==> src/rtl/fu_sched_pkg.sv <==
// Shared definitions for the functional-unit scheduler.
//   state_t        : sequencer states (IDLE accept, EXEC wait on FU, HOLD result)
//   INST_MADD_BIT  : opcode bit that selects the MADD latency class
//   LAT_MAX        : largest latency the down-counter can express
//   CNT_W / INST_W : latency counter width, opcode width
package fu_sched_pkg;

  typedef enum logic [1:0] {
    IDLE = 2'd0,
    EXEC = 2'd1,
    HOLD = 2'd2
  } state_t;

  localparam int INST_MADD_BIT = 4;
  localparam int LAT_MAX       = 15;
  localparam int CNT_W         = 4;
  localparam int INST_W        = 5;

endpackage

==> src/rtl/fu_scheduler_rr.sv <==
// Two-way round-robin arbiter.
//   clk, rst : clock, asynchronous active-high reset
//   en       : arbitration allowed this cycle (scheduler idle, not in reset)
//   valid    : per-requester request
//   grant    : one-hot grant (or zero); a non-zero grant is an accept
// The pointer holds the last-served requester; reset value 1 lets
// requester 0 win the first contended cycle.
module rr_arbiter2
  import fu_sched_pkg::*;
(
  input  logic       clk,
  input  logic       rst,
  input  logic       en,
  input  logic [1:0] valid,
  output logic [1:0] grant
);

  logic last_q;

  always_comb begin
    grant = 2'b00;
    if (en) begin
      case (valid)
        2'b01:   grant = 2'b01;
        2'b10:   grant = 2'b10;
        2'b11:   grant = last_q ? 2'b01 : 2'b10;
        default: grant = 2'b00;
      endcase
    end
  end

  always_ff @(posedge clk or posedge rst) begin
    if (rst) begin
      last_q <= 1'b1;
    end else if (grant != 2'b00) begin
      last_q <= grant[1];
    end
  end

endmodule

==> src/rtl/fu_scheduler.sv <==
// Shares one functional unit between two requesters.
//   CLK, RST                  : clock, asynchronous active-high reset
//   REQ_VALID/REQ_READY       : per-requester issue handshake
//   REQ_A/B/C/INST/CI         : packed per-requester operands, slice i = requester i
//   FU_A/B/C/INST/CI          : registered operands, held until the next accept
//   FU_Z, FU_FLAGS            : combinational FU result
//   RES_VALID/RES_READY       : result handshake
//   RES_Z, RES_FLAGS, RES_ID  : captured result, flags and issuing requester
module fu_scheduler
  import fu_sched_pkg::*;
#(
  parameter int WIDTH    = 32,
  parameter int ALU_LAT  = 1,
  parameter int MADD_LAT = 2
) (
  input  logic                  CLK,
  input  logic                  RST,
  input  logic [1:0]            REQ_VALID,
  output logic [1:0]            REQ_READY,
  input  logic [2*WIDTH-1:0]    REQ_A,
  input  logic [2*WIDTH-1:0]    REQ_B,
  input  logic [2*WIDTH-1:0]    REQ_C,
  input  logic [2*INST_W-1:0]   REQ_INST,
  input  logic [1:0]            REQ_CI,
  output logic [WIDTH-1:0]      FU_A,
  output logic [WIDTH-1:0]      FU_B,
  output logic [WIDTH-1:0]      FU_C,
  output logic [INST_W-1:0]     FU_INST,
  output logic                  FU_CI,
  input  logic [WIDTH-1:0]      FU_Z,
  input  logic [3:0]            FU_FLAGS,
  output logic                  RES_VALID,
  input  logic                  RES_READY,
  output logic [WIDTH-1:0]      RES_Z,
  output logic [3:0]            RES_FLAGS,
  output logic                  RES_ID
);

  if (ALU_LAT < 1 || ALU_LAT > LAT_MAX) begin : g_bad_alu_lat
    $error("fu_scheduler: ALU_LAT must be within 1..15");
  end
  if (MADD_LAT < 1 || MADD_LAT > LAT_MAX) begin : g_bad_madd_lat
    $error("fu_scheduler: MADD_LAT must be within 1..15");
  end

  // Counter preload is latency-1: EXEC captures when the counter reads 0.
  localparam logic [CNT_W-1:0] ALU_CNT  = CNT_W'(ALU_LAT - 1);
  localparam logic [CNT_W-1:0] MADD_CNT = CNT_W'(MADD_LAT - 1);

  state_t             state_q, state_d;
  logic [CNT_W-1:0]   cnt_q;
  logic [1:0]         grant;
  logic               sel;
  logic [WIDTH-1:0]   a_sel, b_sel, c_sel;
  logic [INST_W-1:0]  inst_sel;
  logic               ci_sel;
  logic [CNT_W-1:0]   cnt_load;

  // Arbitration is gated by RST so REQ_READY is low throughout reset.
  rr_arbiter2 u_arb (
    .clk   (CLK),
    .rst   (RST),
    .en    ((state_q == IDLE) && !RST),
    .valid (REQ_VALID),
    .grant (grant)
  );

  assign REQ_READY = grant;
  assign sel       = grant[1];
  assign a_sel     = sel ? REQ_A[2*WIDTH-1:WIDTH] : REQ_A[WIDTH-1:0];
  assign b_sel     = sel ? REQ_B[2*WIDTH-1:WIDTH] : REQ_B[WIDTH-1:0];
  assign c_sel     = sel ? REQ_C[2*WIDTH-1:WIDTH] : REQ_C[WIDTH-1:0];
  assign inst_sel  = sel ? REQ_INST[2*INST_W-1:INST_W] : REQ_INST[INST_W-1:0];
  assign ci_sel    = sel ? REQ_CI[1] : REQ_CI[0];
  assign cnt_load  = inst_sel[INST_MADD_BIT] ? MADD_CNT : ALU_CNT;

  always_comb begin
    state_d = state_q;
    case (state_q)
      IDLE:    if (grant != 2'b00) state_d = EXEC;
      EXEC:    if (cnt_q == '0)    state_d = HOLD;
      HOLD:    if (RES_READY)      state_d = IDLE;
      default: state_d = IDLE;
    endcase
  end

  always_ff @(posedge CLK or posedge RST) begin
    if (RST) begin
      state_q <= IDLE;
    end else begin
      state_q <= state_d;
    end
  end

  always_ff @(posedge CLK or posedge RST) begin
    if (RST) begin
      cnt_q     <= '0;
      FU_A      <= '0;
      FU_B      <= '0;
      FU_C      <= '0;
      FU_INST   <= '0;
      FU_CI     <= 1'b0;
      RES_VALID <= 1'b0;
      RES_Z     <= '0;
      RES_FLAGS <= '0;
      RES_ID    <= 1'b0;
    end else begin
      case (state_q)
        IDLE: begin
          if (grant != 2'b00) begin
            FU_A    <= a_sel;
            FU_B    <= b_sel;
            FU_C    <= c_sel;
            FU_INST <= inst_sel;
            FU_CI   <= ci_sel;
            RES_ID  <= sel;
            cnt_q   <= cnt_load;
          end
        end
        EXEC: begin
          if (cnt_q == '0) begin
            RES_Z     <= FU_Z;
            // MADD does not produce meaningful flags; report them as zero.
            RES_FLAGS <= FU_INST[INST_MADD_BIT] ? 4'b0000 : FU_FLAGS;
            RES_VALID <= 1'b1;
          end else begin
            cnt_q <= cnt_q - 1'b1;
          end
        end
        HOLD: begin
          if (RES_READY) RES_VALID <= 1'b0;
        end
        default: ;
      endcase
    end
  end

endmodule
==> config.mk <==
export PLATFORM = sky130hd
export DESIGN_NAME = fu_scheduler
export DESIGN_NICKNAME = d
export VERILOG_FILES = /design/src/rtl/fu_sched_pkg.sv /design/src/rtl/fu_scheduler_rr.sv /design/src/rtl/fu_scheduler.sv
export SDC_FILE = /design/constraint.sdc
export NUM_CORES = 1
export LEC_CHECK = 0
export ABC_CLOCK_PERIOD_IN_PS = 7000
export CAP_MARGIN = 5
export CORE_ASPECT_RATIO = 0.6
export CORE_MARGIN = 5
export CORE_UTILIZATION = 40
export CTS_CLUSTER_DIAMETER = 100
export CTS_CLUSTER_SIZE = 16
export DETAILED_ROUTE_END_ITERATION = 16
export PLACE_DENSITY = 0.78
export SLEW_MARGIN = 20
export SYNTH_ARGS = -nofsm -noshare
export SYNTH_HDL_FRONTEND = slang
export SYNTH_HIERARCHICAL = 1
export SYNTH_SLANG_ARGS = --single-unit
==> constraint.sdc <==
create_clock -name CLK -period 7 [get_ports CLK]
set_input_delay 1.4 -clock CLK [delete_from_list [all_inputs] [get_ports CLK]]
set_output_delay 1.4 -clock CLK [all_outputs]
set_load 0.05 [all_outputs]
==> metrics.log <==
[metrics] critical path endpoint category: primary output
[metrics] quantity of gates resized following cts: 0
[metrics] outcome: finished, final reports clean
[metrics] number of hold-repair buffers added at the cts stage: 0
[metrics] most numerous cell on the critical path: clkdlybuf4s50_1
[metrics] final routed wirelength across all metal layers: 21300 um
[metrics] share of total power in combinational logic: 0.599
[metrics] net count after synthesis: 710
[metrics] Worst Skew: 0.0105 ns
[metrics] portion of synthesized cell area occupied by the leading cell type: 0.499
[metrics] area of the multi-input gates: 3290 um2
[metrics] required time of the critical path: 5.60 ns
[metrics] critical path peak fanout: 3
[metrics] transition time at the pin with the least slew margin: 0.934 ns
[metrics] # Post-CTS Setup Buffers: 0
[metrics] via density per instance: 4.71
[metrics] area added between synthesis and finish: 61.6%
[metrics] Power Dens Cells: 527 nW/um2
[metrics] Worst IR Drop VDD: 404 uV
[metrics] flops & latches, synth: 147
[metrics] root cell of the clock tree: clkbuf_16
[metrics] initial antenna violation count: 0
[metrics] effective utilization at floorplan: 0.406
[metrics] Pre-Repair DR Iteration Count: 6
[metrics] total congestion overflow: 0
[metrics] TritonCTS clock tree: built
[metrics] antenna violation net count after detailed routing: 0
[metrics] min-delay worst type: flip-flop to flip-flop
[metrics] highest cell delay on the worst timing path: 0.89 ns
[metrics] largest area contributor in the netlist: dfrtp_1
[metrics] Core Rows: 38
[metrics] pin count of the biggest net entering global routing: 76
[metrics] clock-pin slew on the worst setup and hold paths: 0.06 ns
[metrics] fin nets: 1092
[metrics] final worst path period share: 0.694
[metrics] Slew headroom: 0.377
[metrics] count of fill cells added during filler insertion: 1351
[metrics] Vias: 5179
[metrics] GR peak layer: met2
[metrics] placement-stage cell area: 11200 um2
[metrics] floorplan die area: 21200 um2
[metrics] Post-synth EDFFs: 0
[metrics] Die X-Extent: 185 um
[metrics] arrival time at the worst endpoint: 3.46 ns
[metrics] clock latency on the worst-skew pair: 0.41 ns
[metrics] Net Sw Frac: 0.450
[metrics] fraction of met1 tracks used by global routing: 0.221
[metrics] Routed WL per cell: 19.4 um
[metrics] post-route setup TNS: 0 ns
[metrics] global routing met3 resource utilization: 0.0724
[metrics] Unique masters post-synth: 30
[metrics] worst-path cell with the longest stage delay: clkdlybuf4s50_1
[metrics] Max Fclk: 0.206 GHz
[metrics] total number of clock tree sinks: 147
[metrics] power share of the clock group: 0.152
[metrics] number of warnings printed during yosys synthesis: 6
[metrics] Synth Flop Type: dfrtp_1
[metrics] height of the chip: 115 um
[metrics] reported leakage power: 4.92 nW
[metrics] Initial DRC Count: 195
[metrics] setup repair after global routing missed its margin: no
[metrics] register area: 3680 um2
[metrics] estimated wirelength of the detail-placed design: 16500 um
[metrics] asr flop ratio synth: 1.00
[metrics] first-pass GRT wire length: 32300 um
[metrics] DRC errors left: 0
[metrics] average cell area after synthesis: 15.8 um2
[metrics] critical path type: input port to primary output
[metrics] Flop pwr share: 0.249
[metrics] grt met2 use: 0.346
[metrics] Critical Path, Cell by Cell: clkdlybuf4s50_1 > nor2_1 > nand2_1 > a21oi_1 > clkdlybuf4s50_1
[metrics] Synth Cell Area: 7320 um2
[metrics] net switching power: 0.00280 W
[metrics] total of max-cap violations: 0
[metrics] vias in the first global route: 5905
[metrics] Final Hold Viols: 0
[metrics] count of port buffers added during placement: 386
[metrics] buffers from clock root to sink, at most: 2
[metrics] floorplan core area: 18000 um2
[metrics] minimum clock period after layout: 4.86 ns
[metrics] Gate Count Post-Synth: 464
[metrics] total routing usage reported by global routing: 0.192
[metrics] TritonCTS Buffers: 17
[metrics] Final GP Congestion: 0.830
[metrics] fraction of layout instances using a drive strength above 1: 0.325
[metrics] Pint: 0.00343 W
[metrics] H-tree lvl count: 4
[metrics] number of top-level design ports: 387
[metrics] top cells by area in the synthesized netlist: dfrtp_1 50%, mux2_2 23%, mux2_4 17%
[metrics] CP startpoint kind: input port
[metrics] share of the yosys chip area belonging to registers: 0.502
[metrics] number of inserted diodes: 0
[metrics] finished layout cell area: 11800 um2
[metrics] final number of setup-violating endpoints: 0
[metrics] fin. max-slew vios: 0
[area by class of cell]
class | instances | area share
Sequential cell | 147 | 0.311
Clock buffer | 20 | 0.0378
Tap cell | 240 | 0.0254
Multi-Input combinational cell | 283 | 0.278
Timing Repair Buffer | 391 | 0.331
Inverter | 6 | 0.00233
Clock inverter | 12 | 0.0144
[layout by cell type, fill, tap and decap left out, types with 2 or more instances in the layout]
| cell type | Yosys | layout |
|---|---|---|
| mux2_1 | 2 | 2 |
| mux2_2 | 152 | 152 |
| clkbuf_16 | 0 | 17 |
| nand2_1 | 5 | 5 |
| clkinv_4 | 0 | 4 |
| buf_4 | 4 | 4 |
| a21oi_1 | 3 | 2 |
| clkdlybuf4s50_1 | 0 | 386 |
| clkbuf_1 | 0 | 2 |
| o21ai_0 | 12 | 12 |
| inv_6 | 0 | 4 |
| inv_1 | 6 | 5 |
| bufinv_16 | 0 | 3 |
| nor2_1 | 3 | 3 |
| mux2i_1 | 3 | 3 |
| mux2_4 | 83 | 83 |
| dfrtp_1 | 146 | 146 |
| nand2b_1 | 6 | 6 |
[worst max-delay path: cells and delay by family]
| kind | cells | cell delay [ns] |
|---|---|---|
| buffers and inverters | 2 | 1.39 |
| AO/OA/AOI/OAI | 1 | 0.35 |
| AND/OR/NAND/NOR | 2 | 0.31 |
[cell families after synthesis]
group / synth area share
adders and majority gates: 0.00171
buffers and inverters: 0.0494
muxes: 0.411
DFF: 0.502
AOI/OAI and AO/OA: 0.0135
and+or+nand+nor: 0.0219
[stage by stage]
step	setup WS [ns]	total power [W]	hold slack (ns)	instances	utilization
global route	2.03	0.00649	0.523	1099	0.657
detailed placement	2.13	0.00532	0.491	1067	0.622
global placement	2.18	0.00525	0.488	1067	0.622
CTS	2.13	0.00630	0.507	1099	0.657
floorplan	1.68	0.00413	0.470	464	-
finish	2.14	0.00623	0.504	1099	0.657
[power by group through the flow]
stage	logic (W)	clock network (W)	registers (W)
6_report	0.00373	0.000949	0.00155
5_1_grt	0.00388	0.00100	0.00160
4_1_cts	0.00378	0.000975	0.00155
3_5_place_dp	0.00376	0	0.00156
3_3_place_gp	0.00372	0	0.00153
2_1_floorplan	0.00116	0	0.00297
[cells in the mapped netlist (4+ instances only)]
library cell / count
buf_12: 8
buf_2: 5
buf_4: 4
buf_6: 11
dfrtp_1: 146
inv_1: 6
mux2_2: 152
mux2_4: 83
nand2_1: 5
nand2b_1: 6
o21ai_0: 12
[metal layers]
layer	up-vias	part of all wire	routed length, um
met4	0	0.0090	191
met2	199	0.51	10900
met3	15	0.091	1940
met1	2547	0.39	8230
li1	2418	-	-
met5	-	0	0
[state kept, by name, indices dropped and copies added (netlist names), 2 cells and up]
register and flops:
FU_C 32, cnt_q 4, state_q 2, RES_FLAGS 4, FU_A 32, FU_INST 5, RES_Z 32, FU_B 32
[final timing paths]
check                                             from  cells past startpoint                        to  slack (ns)
worst max register to register  state_q[0]$_DFFE_PP0P_                      9      FU_A[30]$_DFFE_PP0P_        3.48
max in group asynchronous                          RST                      3      FU_B[15]$_DFFE_PP0P_        4.09
worst min register to register    RES_Z[0]$_DFFE_PP0P_                      1      RES_Z[0]$_DFFE_PP0P_        0.50
min in group asynchronous                          RST                      2  u_arb/last_q$_DFFE_PP1P_        1.44
worst min-delay path              RES_Z[0]$_DFFE_PP0P_                      1      RES_Z[0]$_DFFE_PP0P_        0.50
worst max-delay path                               RST                      5              REQ_READY[0]        2.14
Power figures use the tool's default switching activity.
